[src/rtl/ttl_reg_load_arb_pkg.sv]
// Shared definitions for the register-bank load arbiter: FSM encoding and the
// width helper used to size select/index fields.
package ttl_reg_load_arb_pkg;

    typedef enum logic [1:0] {
        ST_IDLE   = 2'd0,
        ST_SETUP  = 2'd1,
        ST_STROBE = 2'd2,
        ST_DONE   = 2'd3
    } state_e;

    function automatic int unsigned clog2(input int unsigned n);
        int unsigned r;
        r = 0;
        while ((32'd1 << r) < n) begin
            r++;
        end
        return r;
    endfunction

endpackage

[src/rtl/ttl_reg_load_arb_pick.sv]
// Combinational winner picker: the first active request at or after ptr wins,
// wrapping modulo NREQ. With ptr tied to zero it is plain lowest-index priority.
module ttl_reg_load_arb_pick
    import ttl_reg_load_arb_pkg::*;
#(
    parameter int unsigned NREQ = 4,
    localparam int unsigned IDXW = clog2(NREQ)
) (
    input  logic [NREQ-1:0] req,
    input  logic [IDXW-1:0] ptr,
    output logic            valid,
    output logic [IDXW-1:0] idx
);

    always_comb begin
        logic [IDXW-1:0] cand;
        valid = 1'b0;
        idx   = '0;
        cand  = '0;
        for (int unsigned k = 0; k < NREQ; k++) begin
            cand = IDXW'((32'(ptr) + k) % NREQ);
            if (!valid && req[cand]) begin
                valid = 1'b1;
                idx   = cand;
            end
        end
    end

endmodule

[src/rtl/ttl_reg_load_arbiter.sv]
// Arbitrates byte loads onto a bank of active-low-enable octal registers sharing one bus.
// Define REG_LOAD_ARB_RR_EN for round-robin arbitration; otherwise lowest index wins.
module ttl_reg_load_arbiter
    import ttl_reg_load_arb_pkg::*;
#(
    parameter int unsigned WIDTH = 8,
    parameter int unsigned NREQ  = 4,
    parameter int unsigned NREG  = 4,
    localparam int unsigned SELW = clog2(NREG)
) (
    input  logic                  Clk,
    input  logic                  Reset,
    input  logic [NREQ-1:0]       Req,
    input  logic [NREQ*SELW-1:0]  ReqSel,
    input  logic [NREQ*WIDTH-1:0] ReqData,
    output logic [NREQ-1:0]       Gnt,
    output logic [WIDTH-1:0]      BusD,
    output logic [NREG-1:0]       Enable_bar,
    output logic                  Busy
);

    localparam int unsigned IDXW = clog2(NREQ);

    state_e            state_q, state_d;
    logic [IDXW-1:0]   win_q, win_d;
    logic [SELW-1:0]   sel_q, sel_d;
    logic [WIDTH-1:0]  busd_q, busd_d;
    logic [NREG-1:0]   en_q, en_d;
    logic [NREQ-1:0]   gnt_q, gnt_d;
    logic              busy_q;
    logic              pick_valid;
    logic [IDXW-1:0]   pick_idx;

`ifdef REG_LOAD_ARB_RR_EN
    logic [IDXW-1:0] ptr_q, ptr_d;

    // Pointer advances past the winner at the moment it is latched.
    always_comb begin
        ptr_d = ptr_q;
        if (state_q == ST_IDLE && pick_valid) begin
            ptr_d = (pick_idx == IDXW'(NREQ - 1)) ? '0 : pick_idx + 1'b1;
        end
    end

    always_ff @(posedge Clk or posedge Reset) begin
        if (Reset) begin
            ptr_q <= '0;
        end else begin
            ptr_q <= ptr_d;
        end
    end

    ttl_reg_load_arb_pick #(
        .NREQ (NREQ)
    ) u_pick (
        .req   (Req),
        .ptr   (ptr_q),
        .valid (pick_valid),
        .idx   (pick_idx)
    );
`else
    ttl_reg_load_arb_pick #(
        .NREQ (NREQ)
    ) u_pick (
        .req   (Req),
        .ptr   ('0),
        .valid (pick_valid),
        .idx   (pick_idx)
    );
`endif

    // Outputs are computed for the next state so every output is a flop.
    always_comb begin
        state_d = state_q;
        win_d   = win_q;
        sel_d   = sel_q;
        busd_d  = busd_q;
        en_d    = '1;
        gnt_d   = '0;
        case (state_q)
            ST_IDLE: begin
                if (pick_valid) begin
                    state_d = ST_SETUP;
                    win_d   = pick_idx;
                    sel_d   = ReqSel[pick_idx * SELW +: SELW];
                    busd_d  = ReqData[pick_idx * WIDTH +: WIDTH];
                end
            end
            ST_SETUP: begin
                state_d = ST_STROBE;
                // An out-of-range select matches no register, so nothing strobes.
                for (int r = 0; r < NREG; r++) begin
                    en_d[r] = (sel_q != SELW'(r));
                end
            end
            ST_STROBE: begin
                state_d      = ST_DONE;
                gnt_d[win_q] = 1'b1;
            end
            ST_DONE: begin
                state_d = ST_IDLE;
            end
            default: begin
                state_d = ST_IDLE;
            end
        endcase
    end

    always_ff @(posedge Clk or posedge Reset) begin
        if (Reset) begin
            state_q <= ST_IDLE;
            win_q   <= '0;
            sel_q   <= '0;
            busd_q  <= '0;
            en_q    <= '1;
            gnt_q   <= '0;
            busy_q  <= 1'b0;
        end else begin
            state_q <= state_d;
            win_q   <= win_d;
            sel_q   <= sel_d;
            busd_q  <= busd_d;
            en_q    <= en_d;
            gnt_q   <= gnt_d;
            busy_q  <= (state_d != ST_IDLE);
        end
    end

    assign Gnt        = gnt_q;
    assign BusD       = busd_q;
    assign Enable_bar = en_q;
    assign Busy       = busy_q;

endmodule

[config.mk]
export PLATFORM = sky130hd
export DESIGN_NAME = ttl_reg_load_arbiter
export DESIGN_NICKNAME = d
export VERILOG_FILES = /design/src/rtl/ttl_reg_load_arb_pkg.sv /design/src/rtl/ttl_reg_load_arb_pick.sv /design/src/rtl/ttl_reg_load_arbiter.sv
export SDC_FILE = /design/constraint.sdc
export NUM_CORES = 1
export LEC_CHECK = 0
export CELL_PAD_IN_SITES_DETAIL_PLACEMENT = 0
export CELL_PAD_IN_SITES_GLOBAL_PLACEMENT = 2
export CORE_ASPECT_RATIO = 0.5
export CORE_MARGIN = 8
export CORE_UTILIZATION = 25
export CTS_BUF_LIST = sky130_fd_sc_hd__clkbuf_2 sky130_fd_sc_hd__clkbuf_4 sky130_fd_sc_hd__clkbuf_8
export CTS_CLUSTER_SIZE = 20
export DETAILED_ROUTE_END_ITERATION = 8
export PLACE_DENSITY = 0.84
export SYNTH_ARGS = -nofsm -noshare
export SYNTH_HDL_FRONTEND = slang
export SYNTH_SLANG_ARGS = --single-unit
[constraint.sdc]
create_clock -name Clk -period 3.6 [get_ports Clk]
set_clock_uncertainty 0.2 [all_clocks]
set_input_delay 0.72 -clock Clk [delete_from_list [all_inputs] [get_ports Clk]]
set_output_delay 0.72 -clock Clk [all_outputs]
set_load 0.01 [all_outputs]
# Yosys cells after proc, flatten, opt, wreduce, memory -nomap -nowiden
# Cells that the tools add are included.
# W data, S select, Z words.
# word_totals
regBits	23
input_bits	46
out_inout_bits	17
# op_classes
order_cmp	2
eq_ne	6
shift	2
mux	13
n_reduce_logical	11
# op_table
cell	n
$shiftx A32 B6 Y8	1
$mux W4	2
$pmux W2 S4	1
$shiftx A8 B4 Y2	1
$mux W1	6
$mux W2	3
$eq A2 B2 Y1 const B	2
$logic_and A1 B1 Y1	4
$ne A2 B2 Y1 const B	2
$reduce_bool A2 Y1	2
$logic_not A1 Y1	3
$lt A2 B3 Y1 const B	1
$demux W1 S2	1
$eq A2 B1 Y1 const B	1
$ge A2 B1 Y1 const B	1
$logic_not A2 Y1	1
$ne A2 B1 Y1 const B	1
$reduce_and A2 Y1	1

# Depth between registers and ports, before layout
# depth
ltp_word	13
depth_mapped	6
mapped_depth_nobuf	5

# Cells and area by module
# A second synthesis with hierarchy kept.
# hier_totals
hier_cells	84
area_unflattened_um2	1179.9
# by_module_without_submodules
module	n_inst	cells_each	area_each_um2	seq_area_each_um2
ttl_reg_load_arbiter	1	69	1102.3	580.6
ttl_reg_load_arb_pick	1	15	77.6	0.0

# Worst setup path before layout
# No wires, ideal clock.
# synth_timing
path_kind	in2reg
from	input Req[1]
to	register busy_q, in the netlist Busy
setup_ns	0.124
t_arrival_ns	1.612
path_slack_ns	1.664
path_stages	3
n_path_buf	0
path_cell_list	o41a_1 a211o_1 or2_1
# synth_between
elab_chain_cells	11
# synth_lines
element	line_no	source
from (decl)	ttl_reg_load_arbiter.sv:13	input logic [NREQ-1:0] Req,
$logic_and A1 B1 Y1 (*)	ttl_reg_load_arb_pick.sv:22	if (!valid && req[cand]) begin
$mux W1 (*)	ttl_reg_load_arb_pick.sv:22	
$logic_not A1 Y1	ttl_reg_load_arb_pick.sv:22	
$logic_and A1 B1 Y1	ttl_reg_load_arb_pick.sv:22	
$mux W1 (*)	ttl_reg_load_arb_pick.sv:22	
$logic_not A1 Y1	ttl_reg_load_arb_pick.sv:22	
$logic_and A1 B1 Y1	ttl_reg_load_arb_pick.sv:22	
$mux W1 (*)	ttl_reg_load_arb_pick.sv:22	
$mux W2 (*)	ttl_reg_load_arbiter.sv:82	if (pick_valid) begin
$pmux W2 S4 (*)	ttl_reg_load_arbiter.sv:80	case (state_q)
net state_d[0]	ttl_reg_load_arbiter.sv:24	state_e state_q, state_d;
$reduce_bool A2 Y1 (*)	ttl_reg_load_arbiter.sv:125	busy_q <= (state_d != ST_IDLE);
to (signal assigned)	ttl_reg_load_arbiter.sv:125	
to (decl)	ttl_reg_load_arbiter.sv:30	logic busy_q;
# The timed path passes the listed nets; every way through them passes the cells marked *.
# A chain may end at the register's enable or synchronous reset.

# Worst setup path after layout
# layout_timing
from	input Req[2]
to	register busy_q, in the netlist Busy
# layout_between
elab_chain_cells	8
# layout_lines
element	line_no
$logic_and A1 B1 Y1 (*)	ttl_reg_load_arb_pick.sv:22
$mux W1 (*)	ttl_reg_load_arb_pick.sv:22
$logic_not A1 Y1	ttl_reg_load_arb_pick.sv:22
$logic_and A1 B1 Y1	ttl_reg_load_arb_pick.sv:22
$mux W1 (*)	ttl_reg_load_arb_pick.sv:22
$mux W2 (*)	ttl_reg_load_arbiter.sv:82
$pmux W2 S4 (*)	ttl_reg_load_arbiter.sv:80
net state_d[0]	ttl_reg_load_arbiter.sv:24
$reduce_bool A2 Y1 (*)	ttl_reg_load_arbiter.sv:125
# Marked as above.

==> out/results.ini <==
[run_status]
status=completed

[final_layout]
area_growth_pct=55.5
final_nets=259
final_util=0.393
layout-drive-gt1-share=0.0622
instances_no_fill=282
antennaDiodeCount=0
fillers=536

[clock_tree]
cts_setup_buffers=0
root_buffer=clkbuf_8
ctsResizeCount=0
cts.clk_slew.worst_paths_ns=0.08
clock_tree.buffer_depth=2
worst_skew_pair.late_latency_ns=0.26
ctsHoldBuffers=0
cts_tree=yes
cts_buffers=3
htreeDepth=1
cts_sinks=23

[power_and_ir_drop]
power_density_mw_per_mm2=528
p_leak_nw=0.882
max-vdd-ir-drop_mv=0.181

[die]
io_pins=63
die_area_sq_mm=0.00817
die_y_um=68.0
core-area_sq_mm=0.00535
initial_core_util=0.253
num_rows=19
die_x_um=120

[hold_path]
hold_path_class=flop to flop
hold-path-cell-count=1

[global_routing]
grt_pass1_wl_mm=6.53
grt_usage=0.0986
antenna_found_initial=0
grt_pass1_vias=1317
grt_max_degree=33
grt_overflow=0

[synthesis]
syn_avg_cell_area_sq_um=9.09
syn-num-nets=198
async_flop_share=1.00
synthCells=149
netlist.area_leader.share=0.351
synth_ff_type=dfrtp_1
yosys_warnings=0
synth-edff-count=0
ys_ff_latch=23
synthTopCellsByArea=dfrtp_1 (35%), dfstp_2 (7.8%), nand3b_1 (7.2%)
yosys.area.top_type=dfrtp_1
synth_cell_types=25
synthTopCellsByCount=dfrtp_1 (19), nand3b_1 (13), inv_1 (12), nor2_1 (12), nor2b_1 (11)
seq_area_frac_synth=0.429
yosysMostFrequentCell=dfrtp_1
synth_area_sq_mm=0.00135

[critical_path]
worstSetupStartpointType=input pin
endpoint_kind=flop
cp.required_ns=3.55
cp_max_fo=16
critical_path_class=input pin to flop
rr_worst_depth=6
cp.arrival_ns=2.48

[sta]
fmax_mhz=395
tightest_slew_ns=0.843
period_share=0.703
hold_slack_ns=0.299
finalHoldViolCount=0
rsz0062_at_grt=false
setup_ws_ns=1.07
setup_viol=0
finalCriticalPeriod_ns=2.53
drv_slew=0
fin_tns_setup_ns=0
relSlewSlack=0.438

[place]
io_buffers=62
gp_congestion=0.663
pre_cts_ws_ns=0.790
place_inst=278
dp_hpwl_mm=3.03

[routing]
drt-initial-drc-count=33
via_per_inst=4.52
drtAntennaViolNets=0
drcViolationCount=0
firstDrtPassIters=4
wl_per_cell_um=13.9
wl_mm=3.93
vias=1274

[run]
cap_violations=0

==> state kept, by name (all words and copies together) (netlist names) <==
name and count:
Busy 1, state_q 2, Gnt 4, Enable_bar 4, BusD 8, sel_q 2
win_q 2
==> cells in the final DEF, fill, tap and decap left out, types with 9 or more instances in the layout <==
cell,count
a31oi_1,9
clkdlybuf4s50_1,62
a21oi_1,9
inv_1,12
nand3b_1,13
dfrtp_1,19
a22o_1,9
nor2b_1,11
o21ai_0,10
nor2_1,12
and3b_1,10
==> power breakdown <==
part / switching (mW) / internal [mW] / leakage [nW]
sequential: 0.0669 / 0.373 / 0.263
combinational: 0.221 / 0.294 / 0.593
clock: 0.0802 / 0.0772 / 0.0255
total: 0.368 / 0.744 / 0.882
==> metal layers <==
metal | global-route usage | share of wire | vias up
li1 | - | - | 648
met1 | 0.115 | 0.43 | 598
met2 | 0.173 | 0.51 | 26
met3 | 0.0337 | 0.055 | 2
met4 | 0.0277 | 0.0069 | 0
met5 | 0 | 0 | -
==> worst paths after layout <==
path / from / to / slack (ns)
worst min register to register: win_q[0] / Gnt[2] / 0.30
worst max-delay path: Req[2] / Busy / 1.07
worst max register to register: state_q[0] / BusD[0] / 1.89
worst min-delay path: win_q[0] / Gnt[2] / 0.30
min in group asynchronous: Reset / sel_q[0] / 0.73
max in group asynchronous: Reset / Gnt[3] / 1.95
==> cell type report <==
type | instances | area (sq um) | area share
multi-input cells | 104 | 691 | 0.328
clock buffers | 3 | 41.3 | 0.0196
clock inverters | 1 | 5.00 | 0.00238
flip-flops and latches | 23 | 581 | 0.276
repair buffers | 66 | 651 | 0.309
inverters | 12 | 45.0 | 0.0214
well taps | 73 | 91.3 | 0.0434
==> logic make-up after synthesis <==
family / Yosys count / share of synthesized area
simple gates: 54 / 0.255
fa+ha+maj: 3 / 0.0277
compound gates: 47 / 0.227
buf+inv: 22 / 0.0610
flops: 23 / 0.429
==> through the flow <==
step	power, mW	area, sq um
after CTS	1.13	2100
after detailed placement	0.971	2060
after floorplan	0.706	1350
final	1.11	2100
after global placement	0.960	2060
after global routing	1.21	2100
==> worst max-delay path, stage by stage <==
cell	delay, ns
clkdlybuf4s50_1	0.73
o41a_1	0.54
a211o_1	0.29
or2_1	0.20
Note: power is estimated with default switching activity, not from simulation.
